**src/rtl/fifo_arb_pkg.sv**
```systemverilog
`default_nettype none
// ============================================================================
// Package  : fifo_arb_pkg
// Brief    : Shared state encoding and width helper for fifo_wr_arbiter.
// Revision : 1.0 - initial release
// ============================================================================
package fifo_arb_pkg;

  typedef enum logic [0:0] {
    IDLE = 1'b0,
    OWN  = 1'b1
  } state_t;

  // Burst counter width; a single-word burst still needs one bit.
  function automatic int cnt_width(input int burst);
    return (burst > 1) ? $clog2(burst) : 1;
  endfunction

endpackage
`default_nettype wire

```
**src/rtl/rr_pick.sv**
```systemverilog
`default_nettype none
// ============================================================================
// Module   : rr_pick
// Brief    : Combinational round-robin picker with start index and exclude mask.
// Revision : 1.0 - initial release
// ============================================================================
module rr_pick #(
  parameter int NREQ = 4,
  parameter int IW   = $clog2(NREQ)
) (
  input  logic [NREQ-1:0] req,
  input  logic [IW-1:0]   start,
  input  logic [NREQ-1:0] excl,
  output logic [NREQ-1:0] win,
  output logic            found
);

  logic [NREQ-1:0] w_cand;

  assign w_cand = req & ~excl;

  always_comb begin
    int            w_pos;
    logic [IW-1:0] w_sel;
    w_pos = 0;
    w_sel = '0;
    win   = '0;
    found = 1'b0;
    for (int k = 0; k < NREQ; k++) begin
      w_pos = int'(start) + k;
      if (w_pos >= NREQ) w_pos = w_pos - NREQ;
      w_sel = IW'(w_pos);
      if (!found && w_cand[w_sel]) begin
        win[w_sel] = 1'b1;
        found      = 1'b1;
      end
    end
  end

endmodule
`default_nettype wire

```
**src/rtl/fifo_wr_arbiter.sv**
```systemverilog
`default_nettype none
// ============================================================================
// Module   : fifo_wr_arbiter
// Brief    : Round-robin burst arbiter sharing the async_fifo write port.
// Revision : 1.0 - initial release
// ============================================================================
module fifo_wr_arbiter
  import fifo_arb_pkg::*;
#(
  parameter int WIDTH = 8,
  parameter int NREQ  = 4,
  parameter int BURST = 4
) (
  input  logic                  wr_clk,
  input  logic                  wr_srst,
  input  logic [NREQ-1:0]       req_valid,
  input  logic [NREQ*WIDTH-1:0] req_data,
  output logic [NREQ-1:0]       req_ready,
  output logic                  fifo_wr_en,
  output logic [WIDTH-1:0]      fifo_wr_data,
  input  logic                  fifo_wr_full,
  output logic [NREQ-1:0]       grant
);

  localparam int c_idx_w = $clog2(NREQ);
  localparam int c_cnt_w = cnt_width(BURST);
  localparam logic [c_cnt_w-1:0] c_cnt_last = c_cnt_w'(BURST - 1);

  state_t             r_state, w_state_nxt;
  logic [NREQ-1:0]    r_grant, w_grant_nxt;
  logic [c_cnt_w-1:0] r_cnt, w_cnt_nxt;
  logic [c_idx_w-1:0] r_ptr, w_ptr_nxt;
  logic [c_idx_w-1:0] w_owner, w_ptr_rel, w_start;
  logic [NREQ-1:0]    w_excl, w_win;
  logic               w_found, w_own, w_owner_valid, w_xfer, w_release;

  always_comb begin
    w_owner = '0;
    for (int i = 0; i < NREQ; i++) begin
      if (r_grant[i]) w_owner = c_idx_w'(i);
    end
  end

  assign w_own         = (r_state == OWN);
  assign w_owner_valid = |(req_valid & r_grant);
  assign w_xfer        = w_own & w_owner_valid & ~fifo_wr_full;
  assign w_release     = w_own & (~w_owner_valid | (w_xfer & (r_cnt == c_cnt_last)));
  assign w_ptr_rel     = (w_owner == c_idx_w'(NREQ - 1)) ? '0 : w_owner + 1'b1;
  assign w_start       = w_own ? w_ptr_rel : r_ptr;
  // The outgoing owner only wins again when nobody else is asking.
  assign w_excl        = (w_own && |(req_valid & ~r_grant)) ? r_grant : '0;

  rr_pick #(
    .NREQ (NREQ),
    .IW   (c_idx_w)
  ) u_rr_pick (
    .req   (req_valid),
    .start (w_start),
    .excl  (w_excl),
    .win   (w_win),
    .found (w_found)
  );

  always_ff @(posedge wr_clk) begin
    if (wr_srst) begin
      r_state <= IDLE;
      r_grant <= '0;
      r_cnt   <= '0;
      r_ptr   <= '0;
    end else begin
      r_state <= w_state_nxt;
      r_grant <= w_grant_nxt;
      r_cnt   <= w_cnt_nxt;
      r_ptr   <= w_ptr_nxt;
    end
  end

  always_comb begin
    w_state_nxt = r_state;
    w_grant_nxt = r_grant;
    w_cnt_nxt   = r_cnt;
    w_ptr_nxt   = r_ptr;
    case (r_state)
      IDLE: begin
        if (w_found) begin
          w_state_nxt = OWN;
          w_grant_nxt = w_win;
          w_cnt_nxt   = '0;
        end
      end
      OWN: begin
        if (w_release) begin
          w_ptr_nxt   = w_ptr_rel;
          w_cnt_nxt   = '0;
          w_state_nxt = w_found ? OWN : IDLE;
          w_grant_nxt = w_found ? w_win : '0;
        end else if (w_xfer) begin
          w_cnt_nxt = r_cnt + 1'b1;
        end
      end
      default: begin
        w_state_nxt = IDLE;
        w_grant_nxt = '0;
      end
    endcase
  end

  always_comb begin
    req_ready    = (w_own && !fifo_wr_full) ? r_grant : '0;
    fifo_wr_en   = w_xfer;
    fifo_wr_data = '0;
    for (int i = 0; i < NREQ; i++) begin
      if (w_own && r_grant[i]) fifo_wr_data = req_data[i*WIDTH +: WIDTH];
    end
  end

  assign grant = r_grant;

endmodule
`default_nettype wire

```
**config.mk**
```make
export PLATFORM = sky130hd
export DESIGN_NAME = fifo_wr_arbiter
export DESIGN_NICKNAME = d
export VERILOG_FILES = /design/src/rtl/fifo_arb_pkg.sv /design/src/rtl/rr_pick.sv /design/src/rtl/fifo_wr_arbiter.sv
export SDC_FILE = /design/constraint.sdc
export NUM_CORES = 1
export LEC_CHECK = 0
export ABC_AREA = 1
export BUFFER_PORTS_ARGS = -buffer_cell sky130_fd_sc_hd__buf_2
export CORE_UTILIZATION = 25
export CTS_BUF_LIST = sky130_fd_sc_hd__clkbuf_8
export CTS_CLUSTER_DIAMETER = 60
export DETAILED_ROUTE_END_ITERATION = 12
export REMOVE_ABC_BUFFERS = 1
export SYNTH_ARGS = -nofsm -noshare
export SYNTH_HDL_FRONTEND = slang
export SYNTH_HIERARCHICAL = 1
export SYNTH_SLANG_ARGS = --single-unit
```
**constraint.sdc**
```tcl
create_clock -name wr_clk -period 3.15 [get_ports wr_clk]
set_input_delay 0.315 -clock wr_clk [delete_from_list [all_inputs] [get_ports wr_clk]]
set_output_delay 0.315 -clock wr_clk [all_outputs]
set_load 0.05 [all_outputs]
```
### Word-level counts from Yosys, hierarchy flattened

Index checks and enable logic that the tools add are counted.
W data, S select, Z words.

| storage, ports and cells | value |
|---|---|
| register bits | 9 |

| cells by class | value |
|---|---|
| add/sub/neg operators | 9 |
| magnitude comparators | 12 |
| eq/ne operators | 5 |
| mux-type cells | 50 |
| bitwise logic cells | 16 |
| reductions and logical operators | 22 |

Operators with widths:

| operator | count |
|---|---|
| $mux W4 | 9 |
| $mux W8 | 4 |
| $mux W2 | 11 |
| $mux W1 | 15 |
| $logic_and A1 B1 Y1 | 13 |
| $and A4 B4 Y4 | 3 |
| $lt A2 B3 Y1 const B | 4 |
| $or A4 B4 Y4 | 3 |
| $ge A3 B3 Y1 const B | 3 |
| $bmux W1 S2 | 4 |
| $demux W1 S2 | 4 |
| $ge A2 B1 Y1 const B | 4 |
| $not A4 Y4 | 2 |
| $pmux W4 S2 | 1 |
| $reduce_or A4 Y1 | 2 |
| $sub A2 B1 Y2 const B | 4 |
| $add A2 B2 Y3 const B | 2 |
| $reduce_and A2 Y1 | 3 |
| $add A2 B1 Y2 const B | 2 |
| $and A1 B1 Y1 | 4 |
| $eq A2 B2 Y1 const B | 2 |
| $logic_not A1 Y1 | 4 |
| $pmux W2 S2 | 1 |
| $add A2 B1 Y3 const B | 1 |
| other kinds (7) | 9 |

### Logic depth before layout (Yosys ltp)

| depth | value |
|---|---|
| depth after elaboration | 23 |
| gate-level depth with buffers | 20 |
| mapped depth without buffers | 19 |

### Cells and area by module

Netlist, hierarchy kept.

By module, submodules not included:

| module | times used | cells each | area each (um^2) |
|---|---|---|---|
| fifo_wr_arbiter | 1 | 149 | 845.8 |
| rr_pick | 1 | 78 | 479.2 |

### Worst setup path before layout

OpenSTA, ideal clock, no wires.

| path | value |
|---|---|
| path type | register to register |
| from | reg r_grant[1] (netlist: grant[1]) |
| to | reg r_cnt[1] |
| arrival | 2.885 ns |
| slack | 0.153 ns |
| cell stages (with the launch flop) | 19 |
| period minus slack after synthesis | 2.997 ns |
| cells stage by stage | dfxtp_1 > inv_1 > a21oi_1 > nand2_1 > nand2_1 > inv_1 > ha_1 > inv_1 > nand3_1 > nand2_2 > nand2_4 > nor2_8 > nand2_1 > nand2_1 > nand2_2 > nand4_2 > nor2_1 > nor2_1 > nor2_1 |

| between the ends | value |
|---|---|
| longest elaborated chain between the ends | 22 |
| elaborated cells on any way between the ends | 60 |

Ends and longest elaborated chain:

| element | line | RTL |
|---|---|---|
| from (decl) | fifo_wr_arbiter.sv:30 | `logic [NREQ-1:0] r_grant, w_grant_nxt;` |
| from (signal assigned) | fifo_wr_arbiter.sv:72 | `r_grant <= w_grant_nxt;` |
| $mux W1 * | fifo_wr_arbiter.sv:40 | `if (r_grant[i]) w_owner = c_idx_w'(i);` |
| $mux W2 * (2 in a row) | fifo_wr_arbiter.sv:40 |  |
| $add A2 B1 Y2 / $eq A2 B2 Y1 (equally long branches) | fifo_wr_arbiter.sv:48 | `assign w_ptr_rel = (w_owner == c_idx_w'(NREQ - 1)) ? '0 : w_owner + 1'b1;` |
| $mux W2 * | fifo_wr_arbiter.sv:48 |  |
| $mux W2 * | fifo_wr_arbiter.sv:49 | `assign w_start = w_own ? w_ptr_rel : r_ptr;` |
| named net w_start[1] | fifo_wr_arbiter.sv:33 | `logic [c_idx_w-1:0] w_owner, w_ptr_rel, w_start;` |
| branches (longest 13 deep; another with $add A2 B1 Y3) | n/a |  |
| $mux W1 * | rr_pick.sv:33 | `if (!found && w_cand[w_sel]) begin` |
| named net w_found | fifo_wr_arbiter.sv:35 | `logic w_found, w_own, w_owner_valid, w_xfer, w_release;` |
| $ne A2 B2 Y1 (no source line) * | n/a |  |
| $reduce_and A2 Y1 (no source line) * | n/a |  |
| to (signal assigned) | fifo_wr_arbiter.sv:73 | `r_cnt <= w_cnt_nxt;` |
| to (decl) | fifo_wr_arbiter.sv:31 | `logic [c_cnt_w-1:0] r_cnt, w_cnt_nxt;` |

Mark *: on every way through the listed nets, which the timed path passes. The select of a mux whose other input is x is not followed.
A chain may end at the register's enable or synchronous reset.

### Final worst setup path

Same ends and word-level chain as after synthesis.

==> flow_summary.toml <==
[yosys]
ys_seq_elements = 9
synthDistinctLibCells = 26
avgSynthCellArea_sq_um = 5.84
netlist_instances = 227
ys_seq_area_frac = 0.136
yosysWarnings = 6
synthesis.area_sq_mm = 0.00133

[sta]
fin_skew_ns = 0.00439
period_share = 0.879
final-setup-viol-count = 0
hold_violations = 0
finalCriticalPeriod_ns = 2.77
holdWs_ns = 0.352
max_freq_mhz = 361
worstMarginPinSlew_ns = 0.542
rsz0062_at_grt = "false"
fin_tns_setup_ns = 0
maxSlewViolCount = 0
slew_headroom = 0.638

[detailed_routing]
drc = 0
viasPerCell = 4.42
dr.pass1.iters = 4
wl_per_cell_um = 10.8
routed_wl_mm = 3.85
ant_nets = 0
via_count = 1575
drt_iter0_drc = 82

[place]
dp_hpwl_mm = 3.20
portBuffers = 55
place_congestion = 0.788
place_area_sq_mm = 0.00169

[global_route]
overflow = 0
grt_pass1_wl_mm = 5.75
grt_max_degree = 18
grt_util_met1 = 0.169
grt_pass1_vias = 1292
gr-usage-met2 = 0.241
grt.met3_usage = 0.0241
grt.busiest_layer = "met2"
antenna_found_initial = 0
track_usage = 0.131

[power_and_ir_drop]
ir_worst_vdd_mv = 0.309
switching_power_uw = 933
p_int_uw = 615
p_leak_uw = 0.000930
p_clk_frac = 0.082
switching_share = 0.603
sequentialPowerShare = 0.115
powerDensity_mw_per_mm2 = 893
fin_total_pwr_uw = 1550
power_frac_comb = 0.803

[die]
io_pins = 56
fp.dieH_um = 74.8
core_sq_mm = 0.00511
die_w_um = 74.8
start_util = 0.259
dieArea_sq_mm = 0.00560
row_count = 26

[critical_path]
crit_required_ns = 3.31
cp_top_family = "simple AND/OR/NAND/NOR gates"
critPathLaunchType = "register"
cp_cell_sequence = "inv_1 > a21oi_1 > nand2_1 > nand2_1 > inv_1 > ha_1 > inv_1 > nand3_1 > nand2_2 > nand2_4 > nor2_8 > nand2_1 > nand2_1 > nand2_2 > inv_1 > nand2_2 > nor2_1 > nor2_1 > nor2_1"
critPathMaxFanout = 7
cpPeakStageDelay_ns = 0.47
critPathCaptureType = "register"
r2r_setup_slack_ns = 0.38
cp_slowest_cell = "dfxtp_1"
critPathBufInv = 4
crit_type = "register to register"
arrival_ns = 2.93

[final_layout]
area_growth_pct = 30.9
fin_nets = 334
final_area_sq_mm = 0.00173
drive_gt1_frac = 0.311
antenna_cells = 0

[clocking]
cts-buffers-inserted = 3
max-clock-path-buffers = 2
ctsHtreeMaxLevel = 1
cts.sinks = 9
cts_tree = "yes"
cts-root-buf = "clkbuf_8"
path_clk_slew_ns = 0.05
cts_hold_buf = 0
clock_latency_ns = 0.23

[run_status]
outcome = "complete, no violations"

[hold_path]
hp-class = "input pin to register"

[run]
drv_cap = 0
## metrics by stage
step	std cells	setup slack [ns]	util
floorplan	224	0.139	-
global placement	352	0.456	0.330
detailed placement	352	0.332	0.330
CTS	356	0.313	0.339
global route	356	0.00232	0.340
finish	356	0.380	0.340
## power by group through the flow
stage	clock network, uW	logic [uW]	registers [uW]
after floorplan	0	932	217
after global placement	0	1230	179
after detailed placement	0	1240	180
after CTS	132	1240	178
after global routing	137	1390	182
final	126	1240	178
## timing repair
action                     in CTS  in global routing
gates resized for setup         0                  1
setup buffers                   0                  0
hold endpoints to repair        0                  0
setup endpoints to repair       0                  2
## worst reg2reg max path, delay by kind of cell, from the launching register on
family                     cells  cell delay, ns
buffers and inverters          4            0.44
AOI/OAI and AO/OA              1            0.22
and+or+nand+nor               13            1.27
DFF                            1            0.47
adders and majority gates      1            0.33
## state kept, by name (all words and copies together) (netlist names)
signal,flops
r_ptr,2
r_state,1
r_cnt,2
grant,4
## final timing paths
check                           startpoint  endpoint  depth (start not counted)
worst min register to register    r_cnt[0]  r_cnt[0]                          2
worst min-delay path               wr_srst  grant[2]                          2
worst max register to register    grant[1]  r_cnt[1]                         19
worst max-delay path              grant[1]  r_cnt[1]                         19
## final cells by class
type                            count  area, sq um
Timing Repair Buffer               58          298
Clock buffer                        3         41.3
Tap cell                           70         87.6
Sequential cell                     9          180
Inverter                           31          118
Clock inverter                      1         3.75
Multi-Input combinational cell    184         1010
Fill cell                         592         3370
## layout by cell type, fill, tap and decap left out, drive strengths merged
cell type	n
nand2	77
buf	58
nand3	39
inv	30
nor2	27
o21ai	19
dfxtp	9
ha	8
a21oi	8
nand4	5
clkbuf	3
clkinv	2
o2111ai	1
## kinds of logic (layout without fill, tap and decap cells)
kind of cell               Yosys count  after routing  synth area share
DFF                                  9              9             0.136
buffers and inverters               34             93             0.107
adders and majority gates            8              8            0.0755
and+or+nand+nor                    148            148             0.568
AOI/OAI and AO/OA                   28             28             0.114
## cells in the mapped netlist
master / count / area (sq um)
nand2_1: 66 / 248
nand3_1: 32 / 160
inv_1: 27 / 101
nor2_1: 24 / 90.1
o21ai_1: 15 / 75.1
dfxtp_1: 9 / 180
ha_1: 8 / 100
nand2_2: 8 / 50.1
a21oi_1: 7 / 35.0
nand3_4: 4 / 70.1
nand4_1: 4 / 25.0
nand2_4: 3 / 33.8
nand3_2: 3 / 30.0
o21ai_0: 3 / 15.0
inv_2: 2 / 7.51
nor2_2: 2 / 12.5
a21oi_2: 1 / 8.76
buf_2: 1 / 5.00
buf_4: 1 / 7.51
buf_6: 1 / 11.3
clkinv_1: 1 / 3.75
clkinv_2: 1 / 5.00
nand4_2: 1 / 12.5
nor2_8: 1 / 20.0
o2111ai_1: 1 / 8.76
o21ai_2: 1 / 8.76
## routing by layer
layer | part of all wire | vias to the layer above
li1 | - | 850
met1 | 0.49 | 675
met2 | 0.44 | 50
met3 | 0.067 | 0
met4 | 0 | 0
met5 | 0 | -
Power figures use the tool's default switching activity.
